`src/rtl/seq_multiplier_pkg.sv`:
```
// Shared types and helpers for the sequential shift-add multiplier.
package seq_mult_pkg;

    // Widest operand the magnitude helper has to handle.
    localparam int MAG_W = 32;

    typedef enum logic [1:0] {
        IDLE = 2'd0,
        CALC = 2'd1,
        DONE = 2'd2
    } state_e;

    // Two's-complement magnitude. The caller truncates the result to its
    // operand width. For the most negative value, the truncated result is
    // 2^(W-1), which is the correct unsigned magnitude.
    function automatic logic [MAG_W-1:0] twos_mag(input logic [MAG_W-1:0] v, input logic neg);
        return neg ? (~v + MAG_W'(1)) : v;
    endfunction

endpackage

```
`src/rtl/seq_multiplier_if.sv`:
```
// Operand/product handshake bundle for the sequential multiplier.
interface seq_multiplier_if #(
    parameter int WIDTH = 8
);
    logic                 in_valid;
    logic                 in_ready;
    logic [WIDTH-1:0]     a;
    logic [WIDTH-1:0]     b;
    logic                 is_signed;
    logic                 out_valid;
    logic                 out_ready;
    logic [2*WIDTH-1:0]   p;
    logic                 busy;

    modport slave (
        input  in_valid, a, b, is_signed, out_ready,
        output in_ready, out_valid, p, busy
    );

    modport master (
        output in_valid, a, b, is_signed, out_ready,
        input  in_ready, out_valid, p, busy
    );
endinterface

```
`src/rtl/seq_multiplier_add_shift_step.sv`:
```
// One shift-add iteration. The multiplicand is conditionally added into the
// upper WIDTH+1 bits of the accumulator, and the result is shifted right by one.
module add_shift_step #(
    parameter int WIDTH = 8
) (
    input  logic [2*WIDTH:0]  acc_i,
    input  logic [WIDTH-1:0]  mcand_i,
    input  logic              lsb_i,
    output logic [2*WIDTH:0]  acc_o
);
    logic [WIDTH:0]   hi_sum;
    logic [2*WIDTH:0] added;

    // Add the partial product into the upper bits, then shift it into place.
    always_comb begin
        hi_sum = acc_i[2*WIDTH:WIDTH] + (lsb_i ? {1'b0, mcand_i} : {(WIDTH+1){1'b0}});
        added  = {hi_sum, acc_i[WIDTH-1:0]};
        acc_o  = added >> 1;
    end
endmodule

```
`src/rtl/seq_multiplier.sv`:
```
// Sequential multiplier that processes one partial product per clock.
// Operands are multiplied as unsigned magnitudes, and the sign is applied
// to the final product.
module seq_multiplier
    import seq_mult_pkg::*;
#(
    parameter int WIDTH = 8
) (
    input logic             clk,
    input logic             rst_n,
    seq_multiplier_if.slave bus
);
    localparam int                CNT_W    = (WIDTH > 1) ? $clog2(WIDTH) : 1;
    localparam int                ACC_W    = 2*WIDTH + 1;
    localparam logic [CNT_W-1:0]  CNT_LAST = CNT_W'(WIDTH - 1);

    state_e             state_q, state_d;
    logic [WIDTH-1:0]   mcand_q, mcand_d;
    logic [WIDTH-1:0]   mplier_q, mplier_d;
    logic [ACC_W-1:0]   acc_q, acc_d, acc_next;
    logic [CNT_W-1:0]   cnt_q, cnt_d;
    logic               neg_q, neg_d;
    logic [2*WIDTH-1:0] p_q, p_d;
    logic               a_neg, b_neg;

    add_shift_step #(.WIDTH(WIDTH)) u_step (
        .acc_i   (acc_q),
        .mcand_i (mcand_q),
        .lsb_i   (mplier_q[0]),
        .acc_o   (acc_next)
    );

    // Next-state and datapath decode for the IDLE -> CALC -> DONE sequence.
    always_comb begin
        state_d  = state_q;
        mcand_d  = mcand_q;
        mplier_d = mplier_q;
        acc_d    = acc_q;
        cnt_d    = cnt_q;
        neg_d    = neg_q;
        p_d      = p_q;
        a_neg    = bus.is_signed & bus.a[WIDTH-1];
        b_neg    = bus.is_signed & bus.b[WIDTH-1];

        case (state_q)
            IDLE: begin
                if (bus.in_valid) begin
                    mcand_d  = WIDTH'(twos_mag(MAG_W'(bus.a), a_neg));
                    mplier_d = WIDTH'(twos_mag(MAG_W'(bus.b), b_neg));
                    neg_d    = a_neg ^ b_neg;
                    acc_d    = '0;
                    cnt_d    = '0;
                    state_d  = CALC;
                end
            end
            CALC: begin
                acc_d    = acc_next;
                mplier_d = mplier_q >> 1;
                cnt_d    = cnt_q + CNT_W'(1);
                if (cnt_q == CNT_LAST) begin
                    // The last step's result goes straight to the output register.
                    p_d     = neg_q ? -acc_next[2*WIDTH-1:0] : acc_next[2*WIDTH-1:0];
                    state_d = DONE;
                end
            end
            DONE: begin
                if (bus.out_ready) begin
                    state_d = IDLE;
                end
            end
            default: state_d = IDLE;
        endcase
    end

    // State and datapath registers. Reset aborts any transaction in flight.
    always_ff @(posedge clk or negedge rst_n) begin
        if (!rst_n) begin
            state_q  <= IDLE;
            mcand_q  <= '0;
            mplier_q <= '0;
            acc_q    <= '0;
            cnt_q    <= '0;
            neg_q    <= 1'b0;
            p_q      <= '0;
        end else begin
            state_q  <= state_d;
            mcand_q  <= mcand_d;
            mplier_q <= mplier_d;
            acc_q    <= acc_d;
            cnt_q    <= cnt_d;
            neg_q    <= neg_d;
            p_q      <= p_d;
        end
    end

    assign bus.in_ready  = (state_q == IDLE);
    assign bus.busy      = (state_q != IDLE);
    assign bus.out_valid = (state_q == DONE);
    assign bus.p         = p_q;

endmodule

```
`src/flat_wrapper.sv`:
```
// flat-port wrapper written by rule: the top's interface ports become plain ports
module seq_multiplier_flat import seq_mult_pkg::*;
#(
    parameter int WIDTH = 8
)
  (clk, rst_n, bus_in_valid, bus_a, bus_b, bus_is_signed, bus_out_ready, bus_in_ready, bus_out_valid, bus_p, bus_busy);
  seq_multiplier_if #(.WIDTH(WIDTH)) bus_i ();
  input logic clk;
  input logic rst_n;
  input wire logic [$bits(bus_i.in_valid)-1:0] bus_in_valid;
  input wire logic [$bits(bus_i.a)-1:0] bus_a;
  input wire logic [$bits(bus_i.b)-1:0] bus_b;
  input wire logic [$bits(bus_i.is_signed)-1:0] bus_is_signed;
  input wire logic [$bits(bus_i.out_ready)-1:0] bus_out_ready;
  output wire logic [$bits(bus_i.in_ready)-1:0] bus_in_ready;
  output wire logic [$bits(bus_i.out_valid)-1:0] bus_out_valid;
  output wire logic [$bits(bus_i.p)-1:0] bus_p;
  output wire logic [$bits(bus_i.busy)-1:0] bus_busy;
  assign bus_i.in_valid = bus_in_valid;
  assign bus_i.a = bus_a;
  assign bus_i.b = bus_b;
  assign bus_i.is_signed = bus_is_signed;
  assign bus_i.out_ready = bus_out_ready;
  assign bus_in_ready = bus_i.in_ready;
  assign bus_out_valid = bus_i.out_valid;
  assign bus_p = bus_i.p;
  assign bus_busy = bus_i.busy;
  seq_multiplier #(.WIDTH(WIDTH)) u_core (.clk(clk), .rst_n(rst_n), .bus(bus_i));
endmodule
```
`config.mk`:
```
export PLATFORM = sky130hd
export DESIGN_NAME = seq_multiplier_flat
export DESIGN_NICKNAME = d
export VERILOG_FILES = /design/src/rtl/seq_multiplier_pkg.sv /design/src/rtl/seq_multiplier_if.sv /design/src/rtl/seq_multiplier_add_shift_step.sv /design/src/rtl/seq_multiplier.sv /design/src/flat_wrapper.sv
export SDC_FILE = /design/constraint.sdc
export NUM_CORES = 1
export LEC_CHECK = 0
export ABC_CLOCK_PERIOD_IN_PS = 2900
export BUFFER_PORTS_ARGS = -buffer_cell sky130_fd_sc_hd__buf_2
export CAP_MARGIN = 20
export CORE_AREA = 5 5 88 90
export CTS_CLUSTER_SIZE = 30
export DETAILED_ROUTE_END_ITERATION = 8
export DIE_AREA = 0 0 93 95
export PLACE_DENSITY = 0.7
export SLEW_MARGIN = 20
export SYNTH_ARGS = -nofsm -noshare
export SYNTH_HDL_FRONTEND = slang
export SYNTH_SLANG_ARGS = --single-unit
```
`constraint.sdc`:
```
create_clock -name clk -period 2.9 [get_ports clk]
set_input_delay 0.435 -clock clk [delete_from_list [all_inputs] [get_ports clk]]
set_output_delay 0.435 -clock clk [all_outputs]
set_load 0.005 [all_outputs]
```
==> impl_results.md <==
* Drt via density at 5.320
* GP Congestion at 0.8362
* Initial antenna violation count at 0
* Util after Layout at 48.76%
* Worst setup SP type: flip-flop
* Leakage power at 1.633 nW
* Hold Fails Final Rpt at 0
* Io pins at 40
* Drt pass-1 iters at 4
* Syn. warnings at 0
* H-tree levels at 2
* Final setup fails at 0
* Clk buf depth at 2
* CTS sink cnt at 53
* Synth Net Count at 369
* Global route overflow at 0
* Worst vdd ir at 0.0003307 V
* Syn_area_per_cell at 8.968 sq um
* Number of CTS-inserted buffers at 5
* Slew HR at 39.41%
* Clk slew on worst S/H paths at 0.09 ns
* Row cnt at 31
* Final critical-path required period at 2.746 ns
* Status: finished, final reports clean
* Hold_ws at 0.2274 ns
* Area Overhead vs Synth at 13.66%
* WP data required at 3.09 ns
* Worst Skew at 0.008243 ns
* Global-route wire length before repair at 10640 um
* Reg-to-reg endpoint: u_core.bus.p[13]
* ANT nets after route at 0
* Largest net degree at the start of global routing at 54
* CP Max Fanout at 9
* Fill cell count at 694
* Max-cap check violation count at 0
* Slew @ Worst Pin at 0.9067 ns
* R2R setup slack at 0.15 ns
* Gr usage total at 14.83%
* CP arrival at 2.93 ns
* Crit share post-route at 94.68%
* Number of global-route vias before repair at 2382
* Finished Cell Area at 3405 sq um
* Max incr delay on CP at 0.45 ns
* DRC violations left at 0
* Post-DP Area at 3289 sq um
* Slew Viols, Final at 0
* Layout Nets at 408
* Netlist Area Pre-Place at 2995 sq um
* DRT Wirelength at 6023 um
* Crit path max-delay cell type: dfrtp_2
* HPWL Detailed at 4466 um
* Min-delay worst type: in -> async
* Pwr Total at 0.003396 W
* Diode count at 0
* Initial core utilization at 42.90%
* Sequential share of the synthesized area at 44.28%
* Die width at 93 um
* Distinct cells, synth at 38
* Core footprint at 6982 sq um
* CP endpoint kind: flip-flop
* Initial drt markers at 155
* #FFs+latches synth at 53
* Clock root buffer: clkbuf_8
* PortBufs at 39
* Pwr Density at 997.5 nW/um^2
* Cells after Synth at 334
* Vert. Die Dim at 95 um
* R2r startpoint: u_core.mplier_q[0]
* Vias at 2426
* Die ar. at 8835 sq um
* Share of post-route cells with drive strength above 1 at 16.04%
* CP Cell Sequence: and2_1, ha_1, fa_2, and3_1, or3_1, a221o_1, o31ai_1, xnor2_1, o21ai_0
* WL/cell at 13.21 um
* Skew-Pair Late Insertion Delay at 0.31 ns
* WS Path Type: reg -> reg
* CTS tree: yes
* Worst r2r path cells at 9
* Fmax at 364.2 MHz
-- logic make-up after synthesis --
kind of cell               count (synthesis)  share of synthesized area, %
and+or+nand+nor                          120                         18.42
AOI/OAI and AO/OA                         89                         18.30
DFF                                       53                         44.28
xor gates and xnor gates                  30                         8.772
buffers and inverters                     25                         3.133
adders and majority gates                 14                         6.099
muxes                                      3                         1.003
-- where the power goes --
part           internal (W)  leakage [nW]  switching (W)
logic              0.000732         0.906       0.000966
registers           0.00105         0.681       0.000228
clock network      0.000173        0.0456       0.000244
-- metrics by stage --
step	cells	setup WS [ns]	TNS (ns)
floorplan	334	0.2017	0
global placement	447	0.1076	0
detailed placement	447	0.06772	0
CTS	455	0.007790	0
global route	456	-0.004062	-0.004062
finish	456	0.1541	0
-- worst max-delay path, delay by kind of cell, from the launching register on --
kind,cells,cell delay [ns]
XOR/XNOR,1,0.15
flip-flops,1,0.45
AO/OA/AOI/OAI,3,0.75
AND/OR/NAND/NOR,3,0.70
adder cells (fa/ha/maj),2,0.57
-- cells in the final DEF (no fill, tap or decap), types with 2 or more instances in the layout --
cell	instances
nand2_1	59
dfrtp_1	52
o21ai_0	50
buf_2	39
xnor2_1	17
nand3_1	15
nor2_1	13
xor2_1	13
ha_1	13
inv_1	10
and2_1	10
o31ai_1	8
or3_1	8
buf_4	8
a22oi_1	7
a21oi_1	5
clkbuf_8	5
nor3_1	4
a21o_1	3
nor2b_1	3
mux2i_1	3
nand2b_1	2
a211oi_1	2
and3_1	2
a41oi_1	2
a31oi_1	2
-- cell type report --
| cell class | instances | area [sq um] | area share (%) |
|---|---|---|---|
| inverters | 10 | 37.54 | 1.103 |
| multi-input cells | 256 | 1595 | 46.86 |
| flip-flops and latches | 53 | 1328 | 38.99 |
| repair buffers | 47 | 255.2 | 7.497 |
| clock inverters | 2 | 13.76 | 0.4043 |
| clock buffers | 6 | 72.57 | 2.132 |
| well taps | 82 | 102.6 | 3.014 |
-- per-layer routing --
metal / part of all wire (%) / routed length, um / GRT usage, % / up-vias
met2: 46 / 2799 / 25.43 / 43
met4: 1.1 / 65 / 4.151 / 0
li1: - / - / - / 1251
met1: 48 / 2899 / 19.03 / 1126
met5: 0 / 0 / 0 / -
met3: 4.3 / 259 / 3.028 / 6
-- worst max path at each step --
| stage | startpoint | endpoint | slack, ns | depth (start not counted) |
|---|---|---|---|---|
| detailed placement | u_core.mplier_q[0] | u_core.bus.p[14] | 0.07 | 9 |
| global route | u_core.mplier_q[0] | u_core.bus.p[13] | -0.004 | 9 |
| CTS | u_core.mplier_q[0] | u_core.bus.p[14] | 0.008 | 9 |
| finish | u_core.mplier_q[0] | u_core.bus.p[13] | 0.15 | 9 |
| floorplan | u_core.mplier_q[0] | u_core.bus.p[14] | 0.20 | 9 |
| global placement | u_core.mplier_q[0] | u_core.bus.p[14] | 0.11 | 9 |
-- synth_stat cells (all sizes together) --
cell	n	share of area (%)
and2	10	2.1
ha	13	5.4
o2111ai	1	0.29
nand3	15	2.5
nor4	1	0.21
xor2	13	3.8
a221o	1	0.33
nor3	4	0.67
a21oi	5	0.84
or3b	1	0.29
dfrtp	53	44
and3	2	0.42
a22oi	7	1.8
a221oi	2	0.58
nor2b	3	0.63
a211oi	2	0.50
clkbuf	15	1.9
nand2b	2	0.42
a41oi	2	0.58
or2	2	0.50
a21o	3	0.75
o311a	1	0.33
mux2i	3	1.0
inv	10	1.3
o311ai	1	0.29
nand2	59	7.4
a31oi	2	0.42
o41ai	1	0.54
o211ai	1	0.25
nor2	13	1.6
fa	1	0.67
or3	8	1.7
o32ai	1	0.29
o31ai	8	2.0
o21ai	51	8.5
xnor2	17	5.0
-- registers in the layout (all words and copies together), names as in the netlist --
name             flops
u_core.acc_q        15
u_core.bus.p        16
u_core.mplier_q      8
u_core.mcand_q       8
u_core.neg_q         1
u_core.cnt_q         3
u_core.state_q       2
-- timing repair --
action,4_1_cts,5_1_grt
buffers inserted,0,1
setup endpoints to repair,0,3
gates resized for setup,0,4
hold buffers,0,0
endpoints found under the hold margin,0,0
Power figures use the tool's default switching activity.
